<file path="src/rtl/pc_fetch_pkg.sv">
// pc_fetch shared types and constants.
// FSM state codes, fetch step, reset PC and squash flag values.
package pc_fetch_pkg;

  typedef logic [1:0] state_t;

  localparam state_t S_IDLE  = 2'd0;
  localparam state_t S_FETCH = 2'd1;
  localparam state_t S_WAIT  = 2'd2;
  localparam state_t S_DMA   = 2'd3;

  localparam int INSTR_BYTES = 4;

  localparam logic [31:0] RESET_PC_DEFAULT =
    32'h0000_0000;

  localparam logic SQ_NONE = 1'b0;
  localparam logic SQ_PEND = 1'b1;

endpackage

</file>
<file path="src/rtl/pc_fetch_if.sv">
// Instruction-memory request/ready + rvalid bus.
// master = fetch stage, slave = memory.
interface pc_fetch_if #(
  parameter int ADDR_W = 32,
  parameter int DATA_W = 32
);
  import pc_fetch_pkg::*;

  logic              req;
  logic [ADDR_W-1:0] addr;
  logic              ready;
  logic              rvalid;
  logic [DATA_W-1:0] rdata;

  modport master (
    output req, addr,
    input  ready, rvalid, rdata
  );

  modport slave (
    input  req, addr,
    output ready, rvalid, rdata
  );

endinterface

</file>
<file path="src/rtl/pc_next_sel.sv">
// Next-PC select: aligned branch target, sequential
// increment or hold, plus branch target misalign detect.
module pc_next_sel #(
  parameter int ADDR_W      = 32,
  parameter int INSTR_BYTES = 4
) (
  input  logic [ADDR_W-1:0] pc,
  input  logic              branch_taken,
  input  logic [ADDR_W-1:0] branch_target,
  input  logic              advance,
  output logic [ADDR_W-1:0] pc_next,
  output logic              misalign
);
  import pc_fetch_pkg::*;

  logic [ADDR_W-1:0] tgt;
  logic [ADDR_W-1:0] seq;

  assign tgt = {branch_target[ADDR_W-1:2], 2'b00};
  assign seq = pc + ADDR_W'(INSTR_BYTES);

  assign misalign = branch_taken &&
                    (branch_target[1:0] != 2'b00);

  always_comb begin
    pc_next = pc;
    unique case (1'b1)
      branch_taken:            pc_next = tgt;
      (!branch_taken&&advance): pc_next = seq;
      default:                 pc_next = pc;
    endcase
  end

endmodule

</file>
<file path="src/rtl/pc_fetch.sv">
// Instruction fetch stage: PC, single-outstanding fetch,
// redirect/squash. DMA bus arbitration: PC_FETCH_DMA_ARB_EN.
module pc_fetch #(
  parameter int ADDR_W = 32,
  parameter int DATA_W = 32,
  parameter logic [ADDR_W-1:0] RESET_PC =
    ADDR_W'(pc_fetch_pkg::RESET_PC_DEFAULT),
  parameter int INSTR_BYTES = pc_fetch_pkg::INSTR_BYTES
) (
  input  logic              clk,
  input  logic              rst_n,
  input  logic              stall,
  input  logic              branch_taken,
  input  logic [ADDR_W-1:0] branch_target,
  pc_fetch_if.master        imem,
  output logic              instr_valid,
  output logic [DATA_W-1:0] instr,
  output logic [ADDR_W-1:0] instr_pc,
  output logic [ADDR_W-1:0] pc,
  output logic              misalign,
  input  logic              dma_req,
  output logic              dma_gnt
);
  import pc_fetch_pkg::*;

  state_t            state, state_nx;
  logic              squash, squash_nx;
  logic              hold, fire, take;
  logic              drop, adv, dma_on;
  logic              mis_nx;
  logic [ADDR_W-1:0] pc_nx;

`ifdef PC_FETCH_DMA_ARB_EN
  assign dma_on = dma_req;
`else
  logic unused_dma;
  assign unused_dma = dma_req;
  assign dma_on     = 1'b0;
`endif

  // never overwrite an instruction held for a stalled consumer
  assign hold      = stall && instr_valid;
  assign imem.req  = (state == S_FETCH) && !hold;
  assign imem.addr = pc;

  assign fire = imem.req && imem.ready;
  assign take = (state == S_WAIT) && imem.rvalid;
  assign drop = take &&
                ((squash == SQ_PEND) || branch_taken);
  assign adv  = take && !drop;

  pc_next_sel #(
    .ADDR_W      (ADDR_W),
    .INSTR_BYTES (INSTR_BYTES)
  ) u_next (
    .pc            (pc),
    .branch_taken  (branch_taken),
    .branch_target (branch_target),
    .advance       (adv),
    .pc_next       (pc_nx),
    .misalign      (mis_nx)
  );

  always_comb begin
    state_nx  = state;
    squash_nx = squash;
    unique case (state)
      S_IDLE: begin
        if (dma_on)      state_nx = S_DMA;
        else if (!stall) state_nx = S_FETCH;
      end
      S_FETCH: begin
        if (fire) begin
          state_nx = S_WAIT;
          if (branch_taken) squash_nx = SQ_PEND;
        end
      end
      S_WAIT: begin
        if (take) begin
          squash_nx = SQ_NONE;
          if (drop)        state_nx = S_FETCH;
          else if (dma_on) state_nx = S_DMA;
          else if (!stall) state_nx = S_FETCH;
          else             state_nx = S_IDLE;
        end else if (branch_taken) begin
          squash_nx = SQ_PEND;
        end
      end
`ifdef PC_FETCH_DMA_ARB_EN
      S_DMA: begin
        if (!dma_req) state_nx = S_FETCH;
      end
`endif
      default: state_nx = S_IDLE;
    endcase
  end

  always_ff @(posedge clk or negedge rst_n) begin
    if (!rst_n) begin
      state       <= S_IDLE;
      squash      <= SQ_NONE;
      pc          <= RESET_PC;
      instr_valid <= 1'b0;
      instr       <= '0;
      instr_pc    <= '0;
      misalign    <= 1'b0;
    end else begin
      state    <= state_nx;
      squash   <= squash_nx;
      pc       <= pc_nx;
      misalign <= mis_nx;
      if (adv) begin
        instr    <= imem.rdata;
        instr_pc <= pc;
      end
      if (branch_taken) instr_valid <= 1'b0;
      else if (adv)     instr_valid <= 1'b1;
      else if (!stall)  instr_valid <= 1'b0;
    end
  end

`ifdef PC_FETCH_DMA_ARB_EN
  always_ff @(posedge clk or negedge rst_n) begin
    if (!rst_n) dma_gnt <= 1'b0;
    else        dma_gnt <= (state_nx == S_DMA);
  end
`else
  assign dma_gnt = 1'b0;
`endif

endmodule

</file>
<file path="src/flat_wrapper.sv">
// flat-port wrapper written by rule: the top's interface ports become plain ports
module pc_fetch_flat import pc_fetch_pkg::*;
#(
  parameter int ADDR_W = 32,
  parameter int DATA_W = 32,
  parameter logic [ADDR_W-1:0] RESET_PC =
    ADDR_W'(pc_fetch_pkg::RESET_PC_DEFAULT),
  parameter int INSTR_BYTES = pc_fetch_pkg::INSTR_BYTES
)
  (clk, rst_n, stall, branch_taken, branch_target, instr_valid, instr, instr_pc, pc, misalign, dma_req, dma_gnt, imem_req, imem_addr, imem_ready, imem_rvalid, imem_rdata);
  pc_fetch_if #(.ADDR_W(ADDR_W), .DATA_W(DATA_W)) imem_i ();
  input  logic clk;
  input  logic rst_n;
  input  logic stall;
  input  logic branch_taken;
  input  logic [ADDR_W-1:0] branch_target;
  output logic instr_valid;
  output logic [DATA_W-1:0] instr;
  output logic [ADDR_W-1:0] instr_pc;
  output logic [ADDR_W-1:0] pc;
  output logic misalign;
  input  logic dma_req;
  output logic dma_gnt;
  output wire logic [$bits(imem_i.req)-1:0] imem_req;
  output wire logic [$bits(imem_i.addr)-1:0] imem_addr;
  input wire logic [$bits(imem_i.ready)-1:0] imem_ready;
  input wire logic [$bits(imem_i.rvalid)-1:0] imem_rvalid;
  input wire logic [$bits(imem_i.rdata)-1:0] imem_rdata;
  assign imem_req = imem_i.req;
  assign imem_addr = imem_i.addr;
  assign imem_i.ready = imem_ready;
  assign imem_i.rvalid = imem_rvalid;
  assign imem_i.rdata = imem_rdata;
  pc_fetch #(.ADDR_W(ADDR_W), .DATA_W(DATA_W), .RESET_PC(RESET_PC), .INSTR_BYTES(INSTR_BYTES)) u_core (.clk(clk), .rst_n(rst_n), .stall(stall), .branch_taken(branch_taken), .branch_target(branch_target), .imem(imem_i), .instr_valid(instr_valid), .instr(instr), .instr_pc(instr_pc), .pc(pc), .misalign(misalign), .dma_req(dma_req), .dma_gnt(dma_gnt));
endmodule
</file>
<file path="config.mk">
export PLATFORM = sky130hd
export DESIGN_NAME = pc_fetch_flat
export DESIGN_NICKNAME = d
export VERILOG_FILES = /design/src/rtl/pc_fetch_pkg.sv /design/src/rtl/pc_fetch_if.sv /design/src/rtl/pc_next_sel.sv /design/src/rtl/pc_fetch.sv /design/src/flat_wrapper.sv
export SDC_FILE = /design/constraint.sdc
export NUM_CORES = 1
export LEC_CHECK = 0
export CORE_MARGIN = 4
export CORE_UTILIZATION = 43
export CTS_CLUSTER_DIAMETER = 200
export DETAILED_ROUTE_END_ITERATION = 10
export PLACE_DENSITY = 0.82
export SYNTH_ARGS = -nofsm -noshare
export SYNTH_HDL_FRONTEND = slang
export SYNTH_SLANG_ARGS = --single-unit
</file>
<file path="constraint.sdc">
create_clock -name clk -period 2.25 [get_ports clk]
set_input_delay 0.45 -clock clk [delete_from_list [all_inputs] [get_ports clk]]
set_output_delay 0.45 -clock clk [all_outputs]
set_load 0.01 [all_outputs]
</file>
==> impl_metrics.env, run 1 <==
export IMPL_worst_hold_slack_ns=0.0199
export IMPL_netlist_area_sq_um=4720
export IMPL_ys_types=52
export IMPL_cts_resized=0
export IMPL_ir_worst_vdd_uv=501
export IMPL_die_area_sq_um=12700
export IMPL_worst_pin_slew_ns=0.544
export IMPL_status="complete, no violations"
export IMPL_p_comb_frac=0.373
export IMPL_end_kind="primary output"
export IMPL_yosysSeqAreaShare=0.514
export IMPL_p_sw_frac=0.321
export IMPL_yosys_warnings=0
export IMPL_cts_setup_buffers=0
export IMPL_drt_iter0_drc=316
export IMPL_place_inst=841
export IMPL_hold_viol_final=0
export IMPL_grtUsageTotal=0.232
export IMPL_finalPower_mw=6.20
export IMPL_worstPathArrival_ns=1.65
export IMPL_io_pins=203
export IMPL_setup_viol=0
export IMPL_syn_avg_cell_area_sq_um=8.88
export IMPL_synth_edf_count=0
export IMPL_grt_max_degree=48
export IMPL_reg2reg_slack_ns=0.20
export IMPL_yosysTopAreaCell="dfrtp_1"
export IMPL_firstDrtPassIters=5
export IMPL_path_clk_slew_ns=0.10
export IMPL_area_delta_synth_final_pct=48.6
export IMPL_fin_util=0.668
export IMPL_relSlewSlack=0.634
export IMPL_cts_sinks=97
export IMPL_vias=4613
export IMPL_synthTopCellsByArea="dfrtp_1 (51%), nand2_1 (17%), buf_4 (5.9%), a311oi_1 (1.7%), clkbuf_1 (1.7%)"
export IMPL_ctsHoldBuffers=0
export IMPL_fmax_mhz=475
export IMPL_die_y_um=113
export IMPL_ys_ff_latch=97
export IMPL_post_drt_wl_per_cell_um=17.3
export IMPL_clk_path_buf_depth=2
export IMPL_final_common_cell="nand2_1"
export IMPL_die_x_um=113
export IMPL_antenna_left=0
export IMPL_cts_buffers_inserted=9
export IMPL_drc_errors=0
export IMPL_hold_class="in2async"
export IMPL_power_frac_seq=0.418
export IMPL_drv_slew=0
export IMPL_drive_above_1_share=0.0874
export IMPL_power_switching_mw=1.99
export IMPL_cp_required_ns=1.80
export IMPL_start_util=0.449
export IMPL_cts_tree="built"
export IMPL_root_buffer="clkbuf_8"
export IMPL_maxCapViolCount=0
export IMPL_fin_crit_ns=2.10
export IMPL_io_buffers=194
export IMPL_clock_skew_ns=0.0119
export IMPL_diodes=0
export IMPL_num_rows=37
export IMPL_synth_cells=532
export IMPL_gp_congestion=0.863
export IMPL_critical_path_class="in2out"
export IMPL_viasPerCell=5.38
export IMPL_async_reset_ff_frac=1.00
export IMPL_rsz0062_at_grt="no"
export IMPL_dp_hpwl_mm=11.3
export IMPL_crit_fanout=3
export IMPL_core_area_sq_um=10500
export IMPL_p_clk_frac=0.209
export IMPL_grt_pass1_wl_mm=24.0
export IMPL_overflow=0
export IMPL_setup_tns_ns=0
export IMPL_timing_final_crit_share=0.935
export IMPL_clkLatencyLatePin_ns=0.36
export IMPL_final_cells=857
export IMPL_worstSetupStartpointType="input pin"
export IMPL_cts_htree_levels=3
export IMPL_synthDominantCellAreaShare=0.514
export IMPL_nets=788
export IMPL_final_cell_mix="nand2_1 (208), clkdlybuf4s50_1 (193), dfrtp_1 (97)"
export IMPL_routed_wl_mm=14.8
export IMPL_antenna_found_initial=0
export IMPL_p_per_area_nw_per_um2=884
export IMPL_p_leak_nw=3.19
export IMPL_p_int_mw=4.21
export IMPL_ys_flop_type="dfrtp_1"
export IMPL_grt_pass1_vias=4665
==> area by class of cell <==
cell class              count  area, sq um
fillers                   853         3490
flip-flops and latches     97         2430
repair buffers            229         2240
multi-input cells         370         1920
well taps                 136          170
clock buffers              11          141
clock inverters             5         86.3
inverters                   9         33.8
==> kinds of logic (layout without fill, tap and decap cells) <==
group	Yosys count	after routing	share of synthesized area
and+or+nand+nor	297	297	0.287
DFF	97	97	0.514
buffers and inverters	71	254	0.0869
AOI/OAI and AO/OA	64	64	0.107
adders and majority gates	1	1	0.00265
other	1	7	0.000794
xor gates and xnor gates	1	1	0.00186
==> sequential cells by signal, summed over array words and instances (netlist names) <==
signal,cells
u_core.misalign,1
u_core.instr_pc,30
u_core.instr_valid,1
u_core.state,2
u_core.imem.addr,30
u_core.squash,1
u_core.instr,32
==> critical path: stages <==
cell and delay, ns:
clkdlybuf4s50_1 0.42, nand2_1 0.09, and3b_1 0.16, clkdlybuf4s50_1 0.53
==> synthesized netlist by cell type (2+ instances only) <==
| cell type | n |
|---|---|
| o32ai_1 | 2 |
| a221o_1 | 2 |
| buf_4 | 37 |
| a41oi_1 | 2 |
| nand2_1 | 209 |
| nor3_1 | 6 |
| a311oi_1 | 9 |
| nor4b_1 | 2 |
| o311ai_1 | 2 |
| a211oi_1 | 4 |
| nand3_1 | 8 |
| inv_1 | 9 |
| buf_2 | 4 |
| or4_4 | 2 |
| clkbuf_1 | 21 |
| nor2b_1 | 5 |
| o21ai_0 | 8 |
| a31oi_1 | 5 |
| a21oi_1 | 2 |
| o211ai_1 | 5 |
| nand4_1 | 10 |
| and4_1 | 5 |
| and3_1 | 3 |
| and3b_1 | 2 |
| o311ai_0 | 6 |
| nand3b_1 | 2 |
| o31ai_1 | 2 |
| dfrtp_1 | 97 |
| a221oi_1 | 3 |
| nor4_1 | 5 |
| nor2_1 | 19 |
| nor4_2 | 3 |
| and2_1 | 7 |
| a211o_1 | 6 |
==> path summary, 6_finish.rpt <==
path / from / end / depth (start not counted)
worst min-delay path: rst_n / u_core.imem.addr[15] / 1
worst max register to register: u_core.imem.addr[9] / u_core.imem.addr[21] / 5
min in group clk: u_core.instr_pc[27] / u_core.instr_pc[27] / 2
worst min register to register: u_core.instr_pc[27] / u_core.instr_pc[27] / 2
worst max-delay path: stall / imem_req / 4
max in group asynchronous: rst_n / u_core.instr_pc[22] / 2
==> stage by stage <==
stage	area (sq um)	setup slack (ns)
after global routing	7020	0.0544
after detailed placement	6790	0.00574
after global placement	6790	0.0760
after CTS	7020	0.140
final	7020	0.146
after floorplan	4740	0.315
==> power by group through the flow <==
stage          Clock, mW  Sequential, mW  Combinational (mW)
4_1_cts             1.32            2.59                2.35
3_3_place_gp           0            2.59                2.28
6_report            1.29            2.60                2.31
2_1_floorplan          0            2.81               0.689
3_5_place_dp           0            2.63                2.34
5_1_grt             1.40            2.67                2.50
==> routing by layer <==
| metal | global-route usage | routed length (um) |
|---|---|---|
| met1 | 0.297 | 6110 |
| met5 | 0 | 0 |
| met2 | 0.393 | 7370 |
| met4 | 0.0881 | 374 |
| met3 | 0.0401 | 983 |
Note: power is estimated with default switching activity, not from simulation.
==> run 2: changes to the inputs <==
Settings changed: GPL_ROUTABILITY_DRIVEN set to 0.
==> results of run 2 <==
The final DEF is identical to that of run 1; final timing and power are the same.
